`src/rtl/memory_lsu_if.sv`:
```
// +-----------------------------------------------------------------------+
// | memory_lsu_if : data-memory req/gnt/rvalid bus between LSU and memory |
// | Rev 1.0                                                                |
// +-----------------------------------------------------------------------+
`default_nettype none

interface memory_lsu_if #(
  parameter int ADDR_W = 32
) ();
  logic              dmem_req;
  logic              dmem_we;
  logic [ADDR_W-1:0] dmem_addr;
  logic [3:0]        dmem_be;
  logic [31:0]       dmem_wdata;
  logic              dmem_gnt;
  logic              dmem_rvalid;
  logic [31:0]       dmem_rdata;

  modport master (
    output dmem_req, dmem_we, dmem_addr, dmem_be, dmem_wdata,
    input  dmem_gnt, dmem_rvalid, dmem_rdata
  );

  modport slave (
    input  dmem_req, dmem_we, dmem_addr, dmem_be, dmem_wdata,
    output dmem_gnt, dmem_rvalid, dmem_rdata
  );
endinterface

`default_nettype wire

```
`src/rtl/memory_lsu.sv`:
```
// +-----------------------------------------------------------------------+
// | memory_lsu : memory-stage load/store unit, one outstanding access     |
// | Rev 1.0                                                                |
// +-----------------------------------------------------------------------+
`default_nettype none

module memory_lsu #(
  parameter int ADDR_W = 32
) (
  input  wire logic              clk_i,
  input  wire logic              rst_ni,
  input  wire logic              mem_valid_mr_i,
  input  wire logic              mem_read_mr_i,
  input  wire logic              mem_write_mr_i,
  input  wire logic [2:0]        funct3_mr_i,
  input  wire logic [ADDR_W-1:0] addr_mr_i,
  input  wire logic [31:0]       write_data_mr_i,
  input  wire logic              flush_i,
  memory_lsu_if.master           dmem,
  output      logic [31:0]       load_data_mr_o,
  output      logic              misaligned_o,
  output      logic              stall_o
);

  typedef enum logic [1:0] {
    IDLE        = 2'd0,
    WAIT_GNT    = 2'd1,
    WAIT_RVALID = 2'd2,
    DRAIN       = 2'd3
  } state_t;

  state_t      state, state_next;
  logic [31:0] load_q;
  logic        mem_op;
  logic        access;
  logic        req;
  logic        stall;
  logic        load_done;
  logic        use_rdata;
  logic [1:0]  size;
  logic [7:0]  rbyte;
  logic [15:0] rhalf;
  logic [31:0] load_fmt;
  logic [31:0] wdata;
  logic [3:0]  be;

  assign size   = funct3_mr_i[1:0];
  assign mem_op = mem_valid_mr_i & (mem_read_mr_i | mem_write_mr_i);

  assign misaligned_o = mem_op & (((size == 2'b01) & addr_mr_i[0]) |
                                  ((size == 2'b10) & (addr_mr_i[1:0] != 2'b00)));
  assign access = mem_op & ~misaligned_o & ~flush_i;

  always_comb begin
    be    = 4'b0000;
    wdata = write_data_mr_i;
    case (size)
      2'b00: begin
        be    = 4'b0001 << addr_mr_i[1:0];
        wdata = {4{write_data_mr_i[7:0]}};
      end
      2'b01: begin
        be    = 4'b0011 << {addr_mr_i[1], 1'b0};
        wdata = {2{write_data_mr_i[15:0]}};
      end
      default: be = 4'b1111;
    endcase
    if (!mem_op) be = 4'b0000;
  end

  always_comb begin
    rbyte = dmem.dmem_rdata[7:0];
    case (addr_mr_i[1:0])
      2'b01:   rbyte = dmem.dmem_rdata[15:8];
      2'b10:   rbyte = dmem.dmem_rdata[23:16];
      2'b11:   rbyte = dmem.dmem_rdata[31:24];
      default: rbyte = dmem.dmem_rdata[7:0];
    endcase
    rhalf = addr_mr_i[1] ? dmem.dmem_rdata[31:16] : dmem.dmem_rdata[15:0];
    case (size)
      2'b00:   load_fmt = {{24{~funct3_mr_i[2] & rbyte[7]}}, rbyte};
      2'b01:   load_fmt = {{16{~funct3_mr_i[2] & rhalf[15]}}, rhalf};
      default: load_fmt = dmem.dmem_rdata;
    endcase
  end

  always_ff @(posedge clk_i or negedge rst_ni) begin
    if (!rst_ni) begin
      state  <= IDLE;
      load_q <= 32'h0;
    end else begin
      state <= state_next;
      if (load_done) load_q <= load_fmt;
    end
  end

  always_comb begin
    state_next = state;
    req        = 1'b0;
    stall      = 1'b0;
    load_done  = 1'b0;
    case (state)
      // IDLE and WAIT_GNT resolve a grant identically; losing the access
      // (flush or dropped valid) while waiting for grant abandons the request.
      IDLE, WAIT_GNT: begin
        state_next = IDLE;
        if (access) begin
          req = 1'b1;
          if (dmem.dmem_gnt) begin
            if (mem_read_mr_i) begin
              if (dmem.dmem_rvalid) begin
                load_done = 1'b1;
              end else begin
                state_next = WAIT_RVALID;
                stall      = 1'b1;
              end
            end
          end else begin
            state_next = WAIT_GNT;
            stall      = 1'b1;
          end
        end
      end
      WAIT_RVALID: begin
        if (dmem.dmem_rvalid) begin
          load_done  = 1'b1;
          state_next = IDLE;
        end else if (flush_i) begin
          state_next = DRAIN;
        end else begin
          stall = 1'b1;
        end
      end
      DRAIN: begin
        // A new access waits here until the stale read response has gone by.
        stall = access;
        if (dmem.dmem_rvalid) state_next = IDLE;
      end
      default: state_next = IDLE;
    endcase
  end

  assign use_rdata = ((state == IDLE) & dmem.dmem_rvalid) | load_done;

  assign load_data_mr_o   = use_rdata ? load_fmt : load_q;
  assign stall_o          = stall & rst_ni;
  assign dmem.dmem_req    = req & rst_ni;
  assign dmem.dmem_we     = mem_write_mr_i & mem_op;
  assign dmem.dmem_addr   = {addr_mr_i[ADDR_W-1:2], 2'b00};
  assign dmem.dmem_be     = be;
  assign dmem.dmem_wdata  = wdata;

endmodule

`default_nettype wire

```
`src/flat_wrapper.sv`:
```
// flat-port wrapper written by rule: the top's interface ports become plain ports
module memory_lsu_flat 
#(
  parameter int ADDR_W = 32
)
  (clk_i, rst_ni, mem_valid_mr_i, mem_read_mr_i, mem_write_mr_i, funct3_mr_i, addr_mr_i, write_data_mr_i, flush_i, load_data_mr_o, misaligned_o, stall_o, dmem_dmem_req, dmem_dmem_we, dmem_dmem_addr, dmem_dmem_be, dmem_dmem_wdata, dmem_dmem_gnt, dmem_dmem_rvalid, dmem_dmem_rdata);
  memory_lsu_if #(.ADDR_W(ADDR_W)) dmem_i ();
  input  wire logic clk_i;
  input  wire logic rst_ni;
  input  wire logic mem_valid_mr_i;
  input  wire logic mem_read_mr_i;
  input  wire logic mem_write_mr_i;
  input  wire logic [2:0] funct3_mr_i;
  input  wire logic [ADDR_W-1:0] addr_mr_i;
  input  wire logic [31:0] write_data_mr_i;
  input  wire logic flush_i;
  output      logic [31:0] load_data_mr_o;
  output      logic misaligned_o;
  output      logic stall_o;
  output wire logic [$bits(dmem_i.dmem_req)-1:0] dmem_dmem_req;
  output wire logic [$bits(dmem_i.dmem_we)-1:0] dmem_dmem_we;
  output wire logic [$bits(dmem_i.dmem_addr)-1:0] dmem_dmem_addr;
  output wire logic [$bits(dmem_i.dmem_be)-1:0] dmem_dmem_be;
  output wire logic [$bits(dmem_i.dmem_wdata)-1:0] dmem_dmem_wdata;
  input wire logic [$bits(dmem_i.dmem_gnt)-1:0] dmem_dmem_gnt;
  input wire logic [$bits(dmem_i.dmem_rvalid)-1:0] dmem_dmem_rvalid;
  input wire logic [$bits(dmem_i.dmem_rdata)-1:0] dmem_dmem_rdata;
  assign dmem_dmem_req = dmem_i.dmem_req;
  assign dmem_dmem_we = dmem_i.dmem_we;
  assign dmem_dmem_addr = dmem_i.dmem_addr;
  assign dmem_dmem_be = dmem_i.dmem_be;
  assign dmem_dmem_wdata = dmem_i.dmem_wdata;
  assign dmem_i.dmem_gnt = dmem_dmem_gnt;
  assign dmem_i.dmem_rvalid = dmem_dmem_rvalid;
  assign dmem_i.dmem_rdata = dmem_dmem_rdata;
  memory_lsu #(.ADDR_W(ADDR_W)) u_core (.clk_i(clk_i), .rst_ni(rst_ni), .mem_valid_mr_i(mem_valid_mr_i), .mem_read_mr_i(mem_read_mr_i), .mem_write_mr_i(mem_write_mr_i), .funct3_mr_i(funct3_mr_i), .addr_mr_i(addr_mr_i), .write_data_mr_i(write_data_mr_i), .flush_i(flush_i), .dmem(dmem_i), .load_data_mr_o(load_data_mr_o), .misaligned_o(misaligned_o), .stall_o(stall_o));
endmodule
```
`config.mk`:
```
export PLATFORM = sky130hd
export DESIGN_NAME = memory_lsu_flat
export DESIGN_NICKNAME = d
export VERILOG_FILES = /design/src/rtl/memory_lsu_if.sv /design/src/rtl/memory_lsu.sv /design/src/flat_wrapper.sv
export SDC_FILE = /design/constraint.sdc
export NUM_CORES = 1
export LEC_CHECK = 0
export CORE_MARGIN = 5
export CORE_UTILIZATION = 35
export DETAILED_ROUTE_END_ITERATION = 16
export HOLD_SLACK_MARGIN = 0.08
export PLACE_DENSITY = 0.81
export SYNTH_ARGS = -nofsm -noshare
export SYNTH_HDL_FRONTEND = slang
export SYNTH_SLANG_ARGS = --single-unit
```
`constraint.sdc`:
```
create_clock -name clk_i -period 1.82 [get_ports clk_i]
set_clock_uncertainty 0.1 [all_clocks]
set_input_delay 0.182 -clock clk_i [delete_from_list [all_inputs] [get_ports clk_i]]
set_output_delay 0.182 -clock clk_i [all_outputs]
set_load 0.1 [all_outputs]
```
==> impl_metrics.tcl <==
set metrics [dict create \
    status "complete, but fails checks" \
    violations "negative setup slack" \
    dieArea_um2 12000 \
    reg2reg_depth 7 \
    min_period_ns 2.28 \
    wl_met3_um 1200 \
    p_int_uw 3200 \
    setup_violations 53 \
    rrSetupSlack_ns -0.04 \
    hold_path.startpoint "addr_mr_i[13]" \
    track_usage 0.220 \
    port_buffers 148 \
    synth_area_per_cell_um2 9.93 \
    r2r_end "u_core.load_q[30]" \
    yosys_most_used_dff "dfrtp_1" \
    wl_met2_um 6710 \
    synth_area_um2 3480 \
    firstDrtPassIters 4 \
    min_path_cells 0 \
    synth_edf_count 0 \
    instances_no_fill 640 \
    postRouteAntennaNets 0 \
    multi_input_area_um2 2340 \
    clock.fmax_mhz 438 \
    grt_max_degree 35 \
    start_util 0.357 \
    grt_pass1_wl_um 20400 \
    clockPowerShare 0.087 \
    p_total_uw 6310 \
    cp.arrival_ns 2.00 \
    vdd_drop_max_v 0.000547 \
    grt_antenna_before_repair 1 \
    clk_pin_slew_ns 0.08 \
    top_layer_used "met4" \
    setup_tns_ns -14.57 \
    worstPathRequired_ns 1.54 \
    yosysUniqueCellTypes 45 \
    cts.sinks 34 \
    rsz0062_at_grt "yes" \
    powerDensity_nw_per_um2 982 \
    swShare 0.492 \
    switching_power_uw 3100 \
    hold_viol_final 0 \
    fin_util 0.660 \
    layout-drive-gt1-share 0.514 \
    clock_path_buffers 2 \
    met1_length_um 4850 \
    place.detailed.hpwl_um 9890 \
    drcViolationCount 0 \
    die_y_um 110 \
    pwr-share-comb 0.728 \
    end_kind "output port" \
    async_reset_ff_frac 1.00 \
    numCtsBuffers 5 \
    dr_total_vias 3363 \
    area_growth_pct 84.8 \
    dpl.cell_count 615 \
    critical_path_class "reg -> out" \
    htreeDepth 2 \
    ys_ff_latch 34 \
    die_width_um 110 \
    hold_end "dmem_dmem_addr[13]" \
    critPathMaxFanout 9 \
    final_nets 613 \
    setup_ws_ns -0.461 \
    vias_per_cell 5.25 \
    nFillCells 732 \
    syn_inst 350 \
    routabilityCongestion 0.831 \
    max-cap-violations 0 \
    clock_latency_ns 0.30 \
    seqCellArea_um2 852 \
    maxSlewViolCount 0 \
    grt_pass1_vias 3847 \
    grt_overflow 0 \
    boundaryPins 211 \
    tritoncts "done" \
    worst_setup_path_start_kind "flop" \
    hp-class "in -> out" \
    ys_seq_area_frac 0.245 \
    wirelength_um 13300 \
    reg2reg_from "u_core.state[1]" \
    finalCritPeriodShare 1.25 \
    wl_per_cell_um 20.8 \
    root_buffer "clkbuf_8" \
    core.rowCount 36 \
    pwr-share-seq 0.185 \
    p_leak_uw 0.00285 \
    core_um2 9730 \
    drt_iter0_markers 129 \
    ys.warnings.count 0 \
]
## sequential cells by signal, indices dropped and copies added (netlist names)
| signal | count |
|---|---|
| u_core.load_q | 32 |
| u_core.state | 2 |
## how the worst max path moves through the flow
stage | startpoint | to | slack [ns] | depth (start not counted)
global placement | addr_mr_i[1] | load_data_mr_o[14] | -0.71 | 8
finish | u_core.state[1] | load_data_mr_o[25] | -0.46 | 7
CTS | u_core.state[1] | load_data_mr_o[25] | -0.47 | 7
detailed placement | addr_mr_i[1] | load_data_mr_o[14] | -0.75 | 8
global route | u_core.state[1] | load_data_mr_o[25] | -0.54 | 7
floorplan | addr_mr_i[1] | load_data_mr_o[0] | -0.39 | 6
## cell type report
class,count,share of cell area
diodes,1,0.000390
clock buffers,7,0.0119
inverters,28,0.0164
multi-input cells,225,0.364
flip-flops and latches,34,0.133
well taps,133,0.0259
repair buffers,212,0.448
## repair_timing
| action | in CTS | in global routing |
|---|---|---|
| setup buffers | 14 | 0 |
| cloned | 6 | 0 |
| endpoints found under the setup margin | 83 | 76 |
| pin swaps | 4 | 3 |
| endpoints found under the hold margin | 34 | 0 |
| resized for setup | 50 | 7 |
| hold buffers | 1 | 0 |
## Yosys cell counts, types with 8 or more instances
| cell | instances | area share |
|---|---|---|
| o211ai_1 | 8 | 0.017 |
| dfrtp_1 | 34 | 0.24 |
| a21oi_1 | 12 | 0.017 |
| mux2i_1 | 32 | 0.092 |
| inv_1 | 28 | 0.030 |
| o21ai_0 | 13 | 0.019 |
| nand2_1 | 16 | 0.017 |
| mux2_1 | 8 | 0.026 |
| buf_4 | 40 | 0.086 |
| mux2_4 | 29 | 0.13 |
| a21oi_2 | 10 | 0.025 |
| nor2b_1 | 14 | 0.025 |
| mux2_2 | 33 | 0.11 |
## cell usage in the layout, fill, tap and decap left out, drive strengths merged, types with 6 or more instances in the layout
cell           instances
o211ai                 8
inv                   28
nand2                 16
dfrtp                 34
clkdlybuf4s50         62
o21ai                 15
o22ai                  7
mux2i                 32
a21oi                 22
mux2                  70
a31oi                  7
clkbuf                 7
nor2b                 14
buf                  138
nor2                   6
dlygate4sd2            8
## worst max-delay path, cell delays in order (launching register included)
cell and delay [ns]:
dfrtp_1 0.40, nor2_2 0.10, nand4_1 0.17, o22ai_4 0.22
buf_12 0.18, buf_12 0.13, mux2_4 0.32, buf_12 0.17
## layer usage
metal  track usage  vias up
li1              -     1512
met1         0.232     1610
met2         0.390      192
met3        0.0775       49
met4         0.102        0
met5             0        -
## power groups by stage
stage                     logic (uW)  registers [uW]  clock network [uW]
final                           4590            1170                 549
after global routing            4730            1190                 577
after CTS                       4610            1160                 560
after detailed placement        4480            1170                   0
after global placement          4430            1140                   0
after floorplan                 3350            1120                   0
## stage by stage
stage	worst slack [ns]	area [um^2]	hold slack (ns)
finish	-0.461	6420	0.264
global route	-0.537	6420	0.264
CTS	-0.469	6470	0.255
detailed placement	-0.750	5980	0.237
global placement	-0.708	5980	0.226
floorplan	-0.392	3720	-0.214
## kinds of logic (layout without fill, tap and decap cells)
| family | count (synthesis) | in the layout | share of synthesized area |
|---|---|---|---|
| AO/OA/AOI/OAI | 70 | 70 | 0.147 |
| XOR/XNOR | 1 | 1 | 0.00252 |
| buffers and inverters | 92 | 247 | 0.174 |
| flip-flops | 34 | 34 | 0.245 |
| multiplexers | 103 | 103 | 0.357 |
| other | 1 | 3 | 0.00108 |
| AND/OR/NAND/NOR | 49 | 49 | 0.0734 |
(Power assumes the default switching activity.)
